--- src/rtl/pin_update_pkg.sv ---
// pin_update_pkg: shared FSM states, error codes and PIN normalisation for the PIN-update controller
package pin_update_pkg;
  typedef enum logic [2:0] {S_IDLE, S_WAIT_FIRST, S_WAIT_CONFIRM, S_COMMIT, S_DONE} state_e;
  localparam logic [1:0] ERR_BAD_PIN  = 2'd0;
  localparam logic [1:0] ERR_MISMATCH = 2'd1;
  localparam logic [1:0] ERR_TIMEOUT  = 2'd2;
  localparam logic [1:0] ERR_BAD_SLOT = 2'd3;
  localparam logic [3:0] BLANK_DIGIT  = 4'hE;
  localparam int MAX_DIGITS = 16;
  localparam int MAX_PIN_W  = MAX_DIGITS * 4;
  typedef struct packed {
    logic [MAX_PIN_W-1:0] pin;
    logic                 bad;
    logic                 short_pin;
  } norm_t;
  function automatic norm_t normalise_pin(input logic [MAX_PIN_W-1:0] raw, input int num_digits,
                                          input int min_digits);
    norm_t r;
    int cnt;
    logic [3:0] d;
    r = '0;
    cnt = 0;
    for (int i = 0; i < MAX_DIGITS; i++) begin
      d = raw[i*4 +: 4];
      if (i < num_digits && d != BLANK_DIGIT) begin
        r.pin[i*4 +: 4] = d;
        r.bad = r.bad | (d > 4'h9);
        cnt++;
      end
    end
    r.short_pin = cnt < min_digits;
    return r;
  endfunction
endpackage

--- src/rtl/pin_table_regs.sv ---
// pin_table_regs: PIN table storage with a single write port and per-slot programmed flags
module pin_table_regs #(
  parameter int NUM_DIGITS = 4,
  parameter int NUM_SLOTS  = 4,
  parameter int SLOT_W     = 2,
  parameter logic [NUM_DIGITS*4-1:0] DEFAULT_MASTER = 16'h1234
) (
  input  logic                           clk,
  input  logic                           rst,
  input  logic                           we_i,
  input  logic [SLOT_W-1:0]              waddr_i,
  input  logic [NUM_DIGITS*4-1:0]        wdata_i,
  output logic [NUM_SLOTS*NUM_DIGITS*4-1:0] pin_table_o,
  output logic [NUM_SLOTS-1:0]           slot_valid_o
);
  localparam int PW    = NUM_DIGITS * 4;
  localparam int TBL_W = NUM_SLOTS * PW;
  always_ff @(posedge clk) begin
    if (rst) begin
      pin_table_o  <= TBL_W'(DEFAULT_MASTER);
      slot_valid_o <= NUM_SLOTS'(1);
    end else if (we_i) begin
      pin_table_o[waddr_i*PW +: PW] <= wdata_i;
      slot_valid_o[waddr_i]         <= 1'b1;
    end
  end
endmodule

--- src/rtl/pin_update_ctrl.sv ---
// pin_update_ctrl: session FSM that validates, optionally confirms and commits a new PIN into a slot
module pin_update_ctrl
  import pin_update_pkg::*;
#(
  parameter int NUM_DIGITS      = 4,
  parameter int NUM_SLOTS       = 4,
  parameter int MIN_DIGITS      = 4,
  parameter int REQUIRE_CONFIRM = 1,
  parameter int TIMEOUT_CYCLES  = 50_000_000,
  parameter logic [NUM_DIGITS*4-1:0] DEFAULT_MASTER = 16'h1234,
  localparam int SLOT_W = NUM_SLOTS > 1 ? $clog2(NUM_SLOTS) : 1
) (
  input  logic                              clk,
  input  logic                              rst,
  input  logic                              enable,
  input  logic [SLOT_W-1:0]                 slot_sel,
  input  logic                              pin_valid,
  input  logic [NUM_DIGITS*4-1:0]           pin_digits,
  output logic                              busy,
  output logic                              done,
  output logic                              error,
  output logic [1:0]                        err_code,
  output logic [NUM_SLOTS*NUM_DIGITS*4-1:0] pin_table,
  output logic [NUM_SLOTS-1:0]              slot_valid
);
  localparam int PW = NUM_DIGITS * 4;
  localparam int TW = TIMEOUT_CYCLES > 1 ? $clog2(TIMEOUT_CYCLES) : 1;
  state_e            state_q;
  logic [SLOT_W-1:0] slot_q;
  logic [PW-1:0]     shadow_q;
  logic [TW-1:0]     timer_q;
  norm_t             nrm;
  logic [PW-1:0]     pin_n;
  logic              unused_norm;
  logic              bad_pin;
  logic              tmo;
  logic              we;
  assign nrm         = normalise_pin(MAX_PIN_W'(pin_digits), NUM_DIGITS, MIN_DIGITS);
  assign pin_n       = nrm.pin[PW-1:0];
  assign unused_norm = ^nrm.pin;
  assign bad_pin     = nrm.bad | nrm.short_pin;
  assign tmo         = TIMEOUT_CYCLES != 0 && timer_q == TW'(TIMEOUT_CYCLES - 1);
  assign we          = state_q == S_COMMIT && enable;
  assign busy        = state_q inside {S_WAIT_FIRST, S_WAIT_CONFIRM, S_COMMIT};
  always_ff @(posedge clk) begin
    if (rst) begin
      state_q  <= S_IDLE;
      slot_q   <= '0;
      shadow_q <= '0;
      timer_q  <= '0;
      done     <= 1'b0;
      error    <= 1'b0;
      err_code <= ERR_BAD_PIN;
    end else begin
      done  <= 1'b0;
      error <= 1'b0;
      case (state_q)
        S_IDLE: if (enable) begin
          slot_q  <= slot_sel;
          timer_q <= '0;
          if (32'(slot_sel) >= NUM_SLOTS) begin
            error    <= 1'b1;
            err_code <= ERR_BAD_SLOT;
            state_q  <= S_DONE;
          end else state_q <= S_WAIT_FIRST;
        end
        S_WAIT_FIRST, S_WAIT_CONFIRM:
          if (!enable) state_q <= S_IDLE;
          else if (pin_valid) begin
            timer_q <= '0;
            if (bad_pin) begin
              error    <= 1'b1;
              err_code <= ERR_BAD_PIN;
              shadow_q <= '0;
              state_q  <= S_WAIT_FIRST;
            end else if (state_q == S_WAIT_FIRST) begin
              shadow_q <= pin_n;
              state_q  <= REQUIRE_CONFIRM != 0 ? S_WAIT_CONFIRM : S_COMMIT;
            end else if (pin_n == shadow_q) state_q <= S_COMMIT;
            else begin
              error    <= 1'b1;
              err_code <= ERR_MISMATCH;
              shadow_q <= '0;
              state_q  <= S_WAIT_FIRST;
            end
          end else if (tmo) begin
            error    <= 1'b1;
            err_code <= ERR_TIMEOUT;
            state_q  <= S_DONE;
          end else timer_q <= timer_q + 1'b1;
        S_COMMIT: begin
          done    <= enable;
          state_q <= enable ? S_DONE : S_IDLE;
        end
        S_DONE: if (!enable) state_q <= S_IDLE;
        default: state_q <= S_IDLE;
      endcase
    end
  end
  pin_table_regs #(
    .NUM_DIGITS(NUM_DIGITS),
    .NUM_SLOTS(NUM_SLOTS),
    .SLOT_W(SLOT_W),
    .DEFAULT_MASTER(DEFAULT_MASTER)
  ) u_regs (
    .clk(clk),
    .rst(rst),
    .we_i(we),
    .waddr_i(slot_q),
    .wdata_i(shadow_q),
    .pin_table_o(pin_table),
    .slot_valid_o(slot_valid)
  );
endmodule
--- config.mk ---
export PLATFORM = sky130hd
export DESIGN_NAME = pin_update_ctrl
export DESIGN_NICKNAME = d
export VERILOG_FILES = /design/src/rtl/pin_update_pkg.sv /design/src/rtl/pin_table_regs.sv /design/src/rtl/pin_update_ctrl.sv
export SDC_FILE = /design/constraint.sdc
export NUM_CORES = 1
export LEC_CHECK = 0
export ABC_AREA = 1
export CORE_UTILIZATION = 60
export CTS_BUF_LIST = sky130_fd_sc_hd__clkbuf_4 sky130_fd_sc_hd__clkbuf_8
export DETAILED_ROUTE_END_ITERATION = 12
export HOLD_SLACK_MARGIN = 0.12
export PLACE_DENSITY_LB_ADDON = 0.25
export SYNTH_ARGS = -nofsm -noshare
export SYNTH_HDL_FRONTEND = slang
export SYNTH_SLANG_ARGS = --single-unit
--- constraint.sdc ---
create_clock -name clk -period 6.6 [get_ports clk]
set_clock_uncertainty 0.15 [all_clocks]
set_input_delay 0.99 -clock clk [delete_from_list [all_inputs] [get_ports clk]]
set_output_delay 0.99 -clock clk [all_outputs]
set_load 0.02 [all_outputs]
==> flow_summary.json <==
{
  "reg2reg_to": "u_regs.pin_table_o[20]",
  "slew_violations": 0,
  "drive_gt1_share_pct": 8.44,
  "critPathArrivalTime_ns": 3.78,
  "diodes": 0,
  "synth_top_cell_by_area": "dfxtp_1",
  "hold-path-cell-count": 2,
  "area_delta_synth_final_pct": 23.3,
  "yosysSeqAreaShare_pct": 41.3,
  "io_pins": 95,
  "r2r-start": "slot_q[0]",
  "vias": 5933,
  "post-route-min-period_ns": 3.58,
  "port_buffers": 94,
  "rsz0062_at_grt": "no",
  "ant_nets": 0,
  "first_global_vias": 5534,
  "cts_tree": "built",
  "worstHoldStart": "u_regs.pin_table_o[19]",
  "grt_overflow": 0,
  "fp.dieH_um": 100,
  "synth_cell_type_count": 38,
  "final_util_pct": 76.6,
  "place_ws_ns": 2.75,
  "grt_max_degree": 83,
  "finalNonFillerCells": 1041,
  "clock_path_buffers": 2,
  "synth_compound_area_share_pct": 14.1,
  "regToRegSetupSlack_ns": 3.02,
  "crit_path_end_kind": "flop",
  "track_usage_pct": 34.6,
  "highest_layer": "met4",
  "clkPwrFrac_pct": 41.9,
  "startpoint_type": "flop",
  "nets": 932,
  "fill_cells": 727,
  "hold_end": "u_regs.pin_table_o[19]",
  "synth_top_area_share_pct": 41.3,
  "synth_seq_cells": 119,
  "synthFlopType": "dfxtp_1",
  "ir_drop_mv": 0.178,
  "crit_path_max_fanout": 26,
  "postCtsSetupBuffers": 0,
  "first_pass_iters": 6,
  "postSynthCellCount": 818,
  "cts_max_level": 4,
  "synth_edf_count": 0,
  "cts_resized": 0,
  "met2WireLength_um": 7590,
  "grt_first_pass_wirelength_um": 26800,
  "dp_cells": 1009,
  "hold_ws_ns": 0.315,
  "clk_latency_ns": 0.44,
  "hold_violations": 0,
  "synth_mux_area_share_pct": 0,
  "postCtsHoldBufs": 0,
  "status": "finished clean",
  "cp.required_ns": 6.80,
  "synth_xor_area_share_pct": 0.759,
  "synth_area_per_cell_sq_um": 7.05,
  "power_frac_comb_pct": 13.7,
  "maxCapViolations": 0,
  "antenna_found_initial": 0,
  "root_buffer": "clkbuf_8",
  "swShare_pct": 29.2,
  "rows": 35,
  "seq_power_share_pct": 44.4,
  "avgRoutedWirePerCell_um": 16.0,
  "drt_iter0_drc": 477,
  "start_util_pct": 62.1,
  "postSynthNetCount": 851,
  "cellPowerDensity_nw_per_um2": 241,
  "setup_viol": 0,
  "max_freq_mhz": 280,
  "synth_simple_gate_area_share_pct": 33.4,
  "wl_met1_um": 7120,
  "wl_met3_um": 1400,
  "ys_warn_count": 0,
  "synth_area_leaders": "dfxtp_1 41%, nand2_1 12%, a21oi_1 8.6%",
  "syn_area_sq_um": 5770,
  "die_width_um": 100,
  "drt_wl_total_um": 16700,
  "switching_power_w": 0.000500,
  "dieArea_sq_um": 10000,
  "r2r_cells": 7,
  "max_slew_margin_pct": 42.9,
  "synthAdderAreaFrac_pct": 2.39,
  "p_leak_nw": 2.75,
  "cts.sinks": 119,
  "synth_top_family_by_area": "simple AND/OR/NAND/NOR gates",
  "min-delay-path-class": "reg2reg",
  "drc": 0,
  "async_flop_share_pct": 0,
  "p_int_w": 0.00121,
  "cts_buffers": 17,
  "place_hpwl_um": 11600,
  "final.period_utilization_pct": 54.2,
  "viasPerCell": 5.70,
  "place.gp.congestion": 0.955,
  "crit_type": "reg2reg",
  "setup_slack_ns": 3.02,
  "setup_tns_ns": 0,
  "path_clk_slew_ns": 0.07,
  "worstMarginPinSlew_ns": 0.855,
  "core_area_sq_um": 9280
}
how the worst max path moves through the flow:
stage	slack (ns)	end	start	cells past startpoint
2_1_floorplan	3.84	shadow_q[5]	pin_digits[1]	14
3_3_place_gp	2.87	shadow_q[10]	pin_digits[1]	14
3_5_place_dp	2.75	shadow_q[1]	pin_digits[1]	14
4_1_cts	3.10	u_regs.pin_table_o[20]	slot_q[0]	7
5_1_grt	2.86	u_regs.pin_table_o[20]	slot_q[0]	7
6_report	3.02	u_regs.pin_table_o[20]	slot_q[0]	7
cell families after synthesis:
| group | after synthesis |
|---|---|
| AO/OA/AOI/OAI | 155 |
| XOR/XNOR | 5 |
| adder cells (fa/ha/maj) | 11 |
| buffers and inverters | 108 |
| flip-flops | 119 |
| AND/OR/NAND/NOR | 420 |
critical path, stage by stage (launching register included):
cell and delay (ns):
dfxtp_1 0.66, inv_1 0.52, ha_1 0.49, inv_1 0.10, nor2_2 0.48, inv_1 0.34
or4_1 0.57, a21oi_1 0.16
metrics by stage:
stage	cell area, sq um	total power, W
finish	7110	0.00171
global route	7110	0.00177
CTS	7110	0.00171
detailed placement	6690	0.00100
global placement	6690	0.000993
floorplan	5770	0.000941
sequential cells by signal (all words and copies together) (netlist names):
register and cells:
u_regs.pin_table_o 64, timer_q 26, shadow_q 16, u_regs.slot_valid_o 4, state_q 3, err_code 2, slot_q 2, done 1
error 1
cells in the final DEF (no fill, tap or decap), drive strengths merged:
master and count:
or2 1, inv 75, nand3b 1, dfxtp 119
o21bai 2, a31oi 2, nand2 205, nand3 38
or3 16, bufinv 4, ha 11, a21oi 102
xor2 5, o21ai 48, o211ai 1, clkdlybuf4s50 93
and2 1, nand4 22, clkinvlp 2, clkinv 8
nor4 3, buf 2, or4 8, nor2 110
nor3 15, clkbuf 18
synth_stat cells, types with 2 or more instances:
master	n
nor3_1	12
o21ai_1	16
nand3_1	35
dfxtp_1	119
a21oi_2	2
nor3_2	3
nand2_4	3
a31oi_1	2
buf_4	2
buf_6	6
nand2_2	10
or4_1	8
nor2_2	7
ha_1	11
nor4_1	3
nor2_1	99
inv_1	68
nand2_1	192
inv_2	7
clkbuf_1	18
nor2_4	3
buf_2	6
or3_1	16
xor2_1	5
a21oi_1	99
o21ai_0	32
nand3_2	3
nand4_1	21
layout make-up:
type	count	area [sq um]	area share, %
well taps	129	161	2.27
clock inverters	14	183	2.57
clock buffers	18	241	3.39
inverters	75	282	3.96
repair buffers	95	943	13.3
flip-flops and latches	119	2380	33.5
multi-input cells	591	2920	41.1
metal layers:
layer,GRT usage (%),vias up
met5,0,-
met4,14.0,0
met3,7.73,52
met2,55.0,315
met1,45.7,2715
li1,-,2851
power groups by stage:
stage | clock (W) | sequential [W] | combinational, W
6_report | 0.000717 | 0.000760 | 0.000235
5_1_grt | 0.000755 | 0.000760 | 0.000260
4_1_cts | 0.000719 | 0.000758 | 0.000231
3_5_place_dp | 0 | 0.000774 | 0.000227
3_3_place_gp | 0 | 0.000773 | 0.000220
2_1_floorplan | 0 | 0.000762 | 0.000179
Power figures use the tool's default switching activity.
